==> config.mk <==
export PLATFORM = sky130hd
export DESIGN_NAME = dcache_data_port_arbiter
export DESIGN_NICKNAME = d
export VERILOG_FILES = /design/src/rtl/dcache_data_port_arbiter.sv
export SDC_FILE = /design/constraint.sdc
export NUM_CORES = 1
export LEC_CHECK = 0
export CAP_MARGIN = 20
export CORE_AREA = 10 10 273 275
export DETAILED_ROUTE_END_ITERATION = 7
export DIE_AREA = 0 0 283 285
export GPL_TIMING_DRIVEN = 0
export PLACE_DENSITY = 0.37
export SLEW_MARGIN = 5
export SYNTH_ARGS = -nofsm -noshare
export SYNTH_HDL_FRONTEND = slang
export SYNTH_SLANG_ARGS = --single-unit
==> constraint.sdc <==
create_clock -name clk_i -period 1.6 [get_ports clk_i]
set_clock_uncertainty 0.15 [all_clocks]
set_input_delay 0.32 -clock clk_i [delete_from_list [all_inputs] [get_ports clk_i]]
set_output_delay 0.32 -clock clk_i [all_outputs]
set_load 0.01 [all_outputs]
==> src/rtl/dcache_data_port_arbiter.sv <==
// Single-port data store arbiter: refill write > writeback read > core load/store (round-robin).
// Optional starvation guard, enabled by defining DCACHE_ARB_STARVE_GUARD_EN, forces a core grant.
module dcache_data_port_arbiter #(
  parameter int unsigned DATA_WIDTH   = 128,
  parameter int unsigned NUM_WORDS    = 256,
  parameter int unsigned STARVE_LIMIT = 8,
  localparam int unsigned AW = $clog2(NUM_WORDS),
  localparam int unsigned BW = DATA_WIDTH / 8
) (
  input  logic                  clk_i,
  input  logic                  rst_i,
  input  logic                  refill_req_i,
  output logic                  refill_gnt_o,
  input  logic [AW-1:0]         refill_addr_i,
  input  logic [DATA_WIDTH-1:0] refill_wdata_i,
  input  logic                  wb_req_i,
  output logic                  wb_gnt_o,
  input  logic [AW-1:0]         wb_addr_i,
  input  logic                  ld_req_i,
  output logic                  ld_gnt_o,
  input  logic [AW-1:0]         ld_addr_i,
  input  logic                  st_req_i,
  output logic                  st_gnt_o,
  input  logic [AW-1:0]         st_addr_i,
  input  logic [DATA_WIDTH-1:0] st_wdata_i,
  input  logic [BW-1:0]         st_be_i,
  output logic                  rvalid_o,
  output logic                  rid_o,
  output logic [DATA_WIDTH-1:0] rdata_o,
  output logic                  sram_en_o,
  output logic                  sram_we_o,
  output logic [BW-1:0]         sram_be_o,
  output logic [AW-1:0]         sram_addr_o,
  output logic [DATA_WIDTH-1:0] sram_wdata_o,
  input  logic [DATA_WIDTH-1:0] sram_rdata_i
);

  logic core_req, pick_st, force_core;
  logic refill_gnt, wb_gnt, core_gnt;
  logic rr_q, rr_d;
  logic rvalid_q, rid_q;

  assign core_req = ld_req_i | st_req_i;
  // rr_q = 1 prefers the store; a lone core requester wins regardless.
  assign pick_st  = st_req_i & (~ld_req_i | rr_q);

`ifdef DCACHE_ARB_STARVE_GUARD_EN
  logic [7:0] starve_q, starve_d;

  assign force_core = core_req & (starve_q == 8'(STARVE_LIMIT));

  always_comb begin
    starve_d = starve_q;
    if (core_gnt || !core_req) begin
      starve_d = 8'd0;
    end else if (starve_q != 8'(STARVE_LIMIT)) begin
      starve_d = starve_q + 8'd1;
    end
  end

  always_ff @(posedge clk_i) begin
    if (rst_i) begin
      starve_q <= 8'd0;
    end else begin
      starve_q <= starve_d;
    end
  end
`else
  assign force_core = 1'b0;
`endif

  always_comb begin
    refill_gnt = 1'b0;
    wb_gnt     = 1'b0;
    core_gnt   = 1'b0;
    if (!rst_i) begin
      if (force_core) begin
        core_gnt = 1'b1;
      end else if (refill_req_i) begin
        refill_gnt = 1'b1;
      end else if (wb_req_i) begin
        wb_gnt = 1'b1;
      end else if (core_req) begin
        core_gnt = 1'b1;
      end
    end
  end

  assign refill_gnt_o = refill_gnt;
  assign wb_gnt_o     = wb_gnt;
  assign ld_gnt_o     = core_gnt & ~pick_st;
  assign st_gnt_o     = core_gnt & pick_st;

  always_comb begin
    sram_en_o    = 1'b0;
    sram_we_o    = 1'b0;
    sram_be_o    = '0;
    sram_addr_o  = '0;
    sram_wdata_o = '0;
    if (refill_gnt) begin
      sram_en_o    = 1'b1;
      sram_we_o    = 1'b1;
      sram_be_o    = '1;
      sram_addr_o  = refill_addr_i;
      sram_wdata_o = refill_wdata_i;
    end else if (wb_gnt) begin
      sram_en_o   = 1'b1;
      sram_addr_o = wb_addr_i;
    end else if (ld_gnt_o) begin
      sram_en_o   = 1'b1;
      sram_addr_o = ld_addr_i;
    end else if (st_gnt_o) begin
      sram_en_o    = 1'b1;
      sram_we_o    = 1'b1;
      sram_be_o    = st_be_i;
      sram_addr_o  = st_addr_i;
      sram_wdata_o = st_wdata_i;
    end
  end

  // After a core grant, point at the requester that did not just win.
  assign rr_d = core_gnt ? ~pick_st : rr_q;

  always_ff @(posedge clk_i) begin
    if (rst_i) begin
      rr_q     <= 1'b0;
      rvalid_q <= 1'b0;
      rid_q    <= 1'b0;
    end else begin
      rr_q     <= rr_d;
      rvalid_q <= wb_gnt | ld_gnt_o;
      rid_q    <= wb_gnt;
    end
  end

  // A response in flight when reset arrives is suppressed immediately.
  assign rvalid_o = rvalid_q & ~rst_i;
  assign rid_o    = rid_q & ~rst_i;
  assign rdata_o  = sram_rdata_i;

endmodule

==> impl_metrics.sql <==
INSERT INTO impl_metrics (metric_group, metric, value, unit) VALUES
('outcome', 'outcome', 'complete, but fails checks', ''),
('outcome', 'failed_checks', 'setup timing', ''),
('routing', 'routed_wire_per_std_cell', '22.95', 'um'),
('routing', 'dr_total_vias', '5662', ''),
('worst_setup_path', 'r2r_setup_slack', '-0.36', 'ns'),
('sta', 'period_minus_slack', '2.379', 'ns'),
('floorplanning', 'floorplan.core_area', '69300', 'um^2'),
('sta', 'finalHoldViolations', '0', ''),
('logic_synthesis', 'number_of_storage_elements_in_the_synthesis_netlist', '3', ''),
('worst_setup_path', 'r2r.worst_path.cells', '11', ''),
('floorplanning', 'floorplan.io_pins', '726', ''),
('global_route', 'grt_antenna_before_repair', '33', ''),
('logic_synthesis', 'synth.avg_cell_area', '7.701', 'um^2'),
('clocking', 'tritoncts_num_sinks', '3', ''),
('global_route', 'first_global_vias', '6381', ''),
('floorplanning', 'floorplan.initialDensity', '4.023', '%'),
('sta', 'worst_slew_margin_rel', '81.26', '%'),
('sta', 'fmaxAchievable', '0.4203', 'GHz'),
('routing', 'dr.pass1.iters', '4', ''),
('logic_synthesis', 'ys_types', '20', ''),
('placed_design', 'numPortBuffers', '597', ''),
('clocking', 'clk_root_buffer_cell', 'clkbuf_16', ''),
('power', 'max-vdd-ir-drop', '0.0002815', 'V'),
('min_path', 'hold_path.class', 'in2reg', ''),
('cells_and_area', 'final_core_util', '15.86', '%'),
('sta', 'setup_viol', '156', ''),
('worst_setup_path', 'critical_path_peak_fanout', '5', ''),
('logic_synthesis', 'mappedNetlistNets', '800', ''),
('global_route', 'groute.usage.overall', '10.26', '%'),
('placed_design', 'place_congestion', '0.8422', ''),
('worst_setup_path', 'criticalPathCategory', 'reg2out', ''),
('sta', 'final.setup.tns', '-88.54', 'ns'),
('cells_and_area', 'layout-drive-gt1-share', '39.78', '%'),
('placed_design', 'hpwl', '40.00', 'mm'),
('clocking', 'clkTransAtPathRegs', '0.03', 'ns'),
('logic_synthesis', 'synth_sequential_area_ratio', '2.154', '%'),
('logic_synthesis', 'synth_enable_flop_cells', '0', ''),
('clocking', 'clk_latency', '0.23', 'ns'),
('clocking', 'clk_path_buf_depth', '2', ''),
('floorplanning', 'chipHeight', '285', 'um'),
('floorplanning', 'floorplan.die.width', '283', 'um'),
('clocking', 'tritoncts', 'done', ''),
('worst_setup_path', 'worst_r2r_startpoint', 'rr_q', ''),
('placed_design', 'worst_slack_at_placement', '-2.291', 'ns'),
('worst_setup_path', 'crit_path_start_kind', 'flop', ''),
('clocking', 'cts_hold_buf', '0', ''),
('sta', 'min_period_over_period', '148.7', '%'),
('worst_setup_path', 'worst_setup_path_end_kind', 'output pin', ''),
('global_route', 'grt_start_max_net_pins', '11', ''),
('routing', 'totalWireLength', '45.14', 'mm'),
('logic_synthesis', 'postSynth.topFlopCell', 'dfxtp_1', ''),
('routing', 'drtAntennaViolNets', '0', ''),
('logic_synthesis', 'async_reset_ff_share', '0', '%'),
('sta', 'rsz0062_at_grt', 'true', ''),
('power', 'ratio_of_total_power_to_cell_area', '279.6', 'nW/um^2'),
('logic_synthesis', 'synthesis.instances', '362', ''),
('global_route', 'grt.overflow.total', '0', ''),
('routing', 'detail_route.iter0.violations', '111', ''),
('clocking', 'clock_tree.htree_level_count', '1', ''),
('floorplanning', 'floorplan.rows', '97', ''),
('routing', 'avgViaCountPerCell', '2.878', ''),
('worst_setup_path', 'worstPathRequired', '1.13', 'ns'),
('logic_synthesis', 'syn-cell-area', '2788', 'um^2'),
('sta', 'finalWorstSetupSlack', '-0.7794', 'ns'),
('floorplanning', 'design.die.area', '80660', 'um^2'),
('clocking', 'tritoncts.num_buffers', '3', ''),
('cells_and_area', 'nFillCells', '7816', ''),
('sta', 'worstMarginPinSlew', '0.2793', 'ns'),
('power', 'total_power', '3.073', 'mW'),
('routing', 'detail_route.drc_violations', '0', ''),
('worst_setup_path', 'r2r-end', 'rvalid_q', ''),
('worst_setup_path', 'first_element_of_the_critical_path', 'rr_q', ''),
('cells_and_area', 'syn_to_final_growth', '294.3', '%'),
('logic_synthesis', 'yosys_warnings', '0', ''),
('sta', 'maxSlewViolCount', '0', ''),
('worst_setup_path', 'cp.arrival', '1.91', 'ns'),
('power', 'pleak', '4.686', 'nW'),
('cells_and_area', 'final_nets', '1462', ''),
('worst_setup_path', 'cp-endpoint', 'sram_wdata_o[75]', ''),
('run', 'maxCapViolations', '0', ''),
('global_route', 'grt_pass1_wl', '58.13', 'mm');
through the flow:
stage / cells / area (um^2) / hold slack (ns)
after floorplan: 362 / 2813 / 0.2786
after global placement: 1899 / 9965 / 0.2893
after detailed placement: 1899 / 9966 / 0.3107
after CTS: 1957 / 10600 / 0.3723
after global routing: 1964 / 10980 / 0.4253
final: 1967 / 10990 / 0.4113
report_power, final:
part           internal (mW)  switching, mW  leakage, nW  total, mW
clock network          0.330         0.0748       0.0382      0.404
logic                   1.70          0.887         4.62       2.59
registers             0.0794        0.00111       0.0251     0.0805
worst max-delay path: stages (launching register included):
cell,delay (ns)
dfxtp_2,0.31
nand2b_4,0.12
and3_4,0.16
buf_12,0.15
buf_16,0.13
buf_12,0.13
buf_16,0.13
buf_8,0.12
buf_6,0.10
a22o_1,0.18
buf_6,0.12
layer usage:
layer	share of wire, %	GRT usage (%)
met2	51	19.12
met1	37	10.96
met3	11	4.398
met5	0.060	0
met4	1.6	0.8557
registers in the layout, summed over array words and instances, names as in the netlist:
| register | cells |
|---|---|
| rid_q | 1 |
| rr_q | 1 |
| rvalid_q | 1 |
cells in the mapped netlist, types with 2 or more instances:
| library cell | n | share of area, % |
|---|---|---|
| or2_2 | 2 | 0.45 |
| nor2b_1 | 3 | 0.67 |
| buf_6 | 7 | 2.8 |
| nor3b_1 | 2 | 0.54 |
| a221o_1 | 8 | 2.9 |
| nor2_1 | 2 | 0.27 |
| buf_1 | 2 | 0.27 |
| buf_2 | 13 | 2.3 |
| buf_4 | 129 | 35 |
| dfxtp_1 | 3 | 2.2 |
| nand3b_1 | 8 | 2.2 |
| and3_1 | 2 | 0.45 |
| nand2_1 | 9 | 1.2 |
| a21oi_1 | 10 | 1.8 |
| a22o_1 | 128 | 40 |
| a21o_1 | 16 | 4.3 |
| clkbuf_1 | 15 | 2.0 |
layout make-up:
type | instances | area, um^2 | share of cell area [%]
Antenna cell | 4 | 10.01 | 0.09108
Buffer | 157 | 1313 | 11.94
Clock buffer | 4 | 78.83 | 0.7172
Multi-Input combinational cell | 193 | 1645 | 14.97
Sequential cell | 3 | 61.31 | 0.5578
Tap cell | 940 | 1176 | 10.70
Timing Repair Buffer | 666 | 6706 | 61.02
worst min path at each step:
| stage | start | end | depth (start not counted) |
|---|---|---|---|
| 2_1_floorplan | st_req_i | rr_q | 1 |
| 3_3_place_gp | rr_q | rr_q | 1 |
| 3_5_place_dp | rr_q | rr_q | 1 |
| 4_1_cts | st_req_i | rr_q | 2 |
| 5_1_grt | wb_req_i | rid_q | 3 |
| 6_report | wb_req_i | rid_q | 3 |
cells in the final DEF, fill, tap and decap left out, types with 2 or more instances in the layout:
cell type / netlist / layout
clkbuf_2: 0 / 11
nand3b_1: 8 / 8
clkbuf_8: 0 / 6
buf_6: 7 / 104
clkbuf_4: 0 / 5
nand2_1: 9 / 8
dfxtp_1: 3 / 2
buf_8: 0 / 18
diode_2: 0 / 4
nor2b_1: 3 / 2
buf_4: 129 / 143
clkdlybuf4s50_1: 0 / 432
buf_2: 13 / 73
and3_4: 0 / 2
a22o_1: 128 / 124
a221o_1: 8 / 8
buf_12: 0 / 17
buf_16: 0 / 4
dlygate4sd2_1: 0 / 2
a22o_4: 0 / 4
a21o_1: 16 / 16
a21oi_1: 10 / 9
clkbuf_16: 0 / 9
cell families after synthesis:
group                  after synthesis  synth area share (%)
AO/OA/AOI/OAI                      163                 49.51
buffers and inverters              166                 42.19
flip-flops                           3                 2.154
AND/OR/NAND/NOR                     30                 6.149
repair_timing:
action | 4_1_cts | 5_1_grt
endpoints found under the setup margin | 163 | 159
cloned | 10 | 6
buffers inserted | 45 | 21
hold endpoints to repair | 0 | 0
pin swaps | 19 | 35
gates resized for setup | 810 | 115
Power figures use the tool's default switching activity.
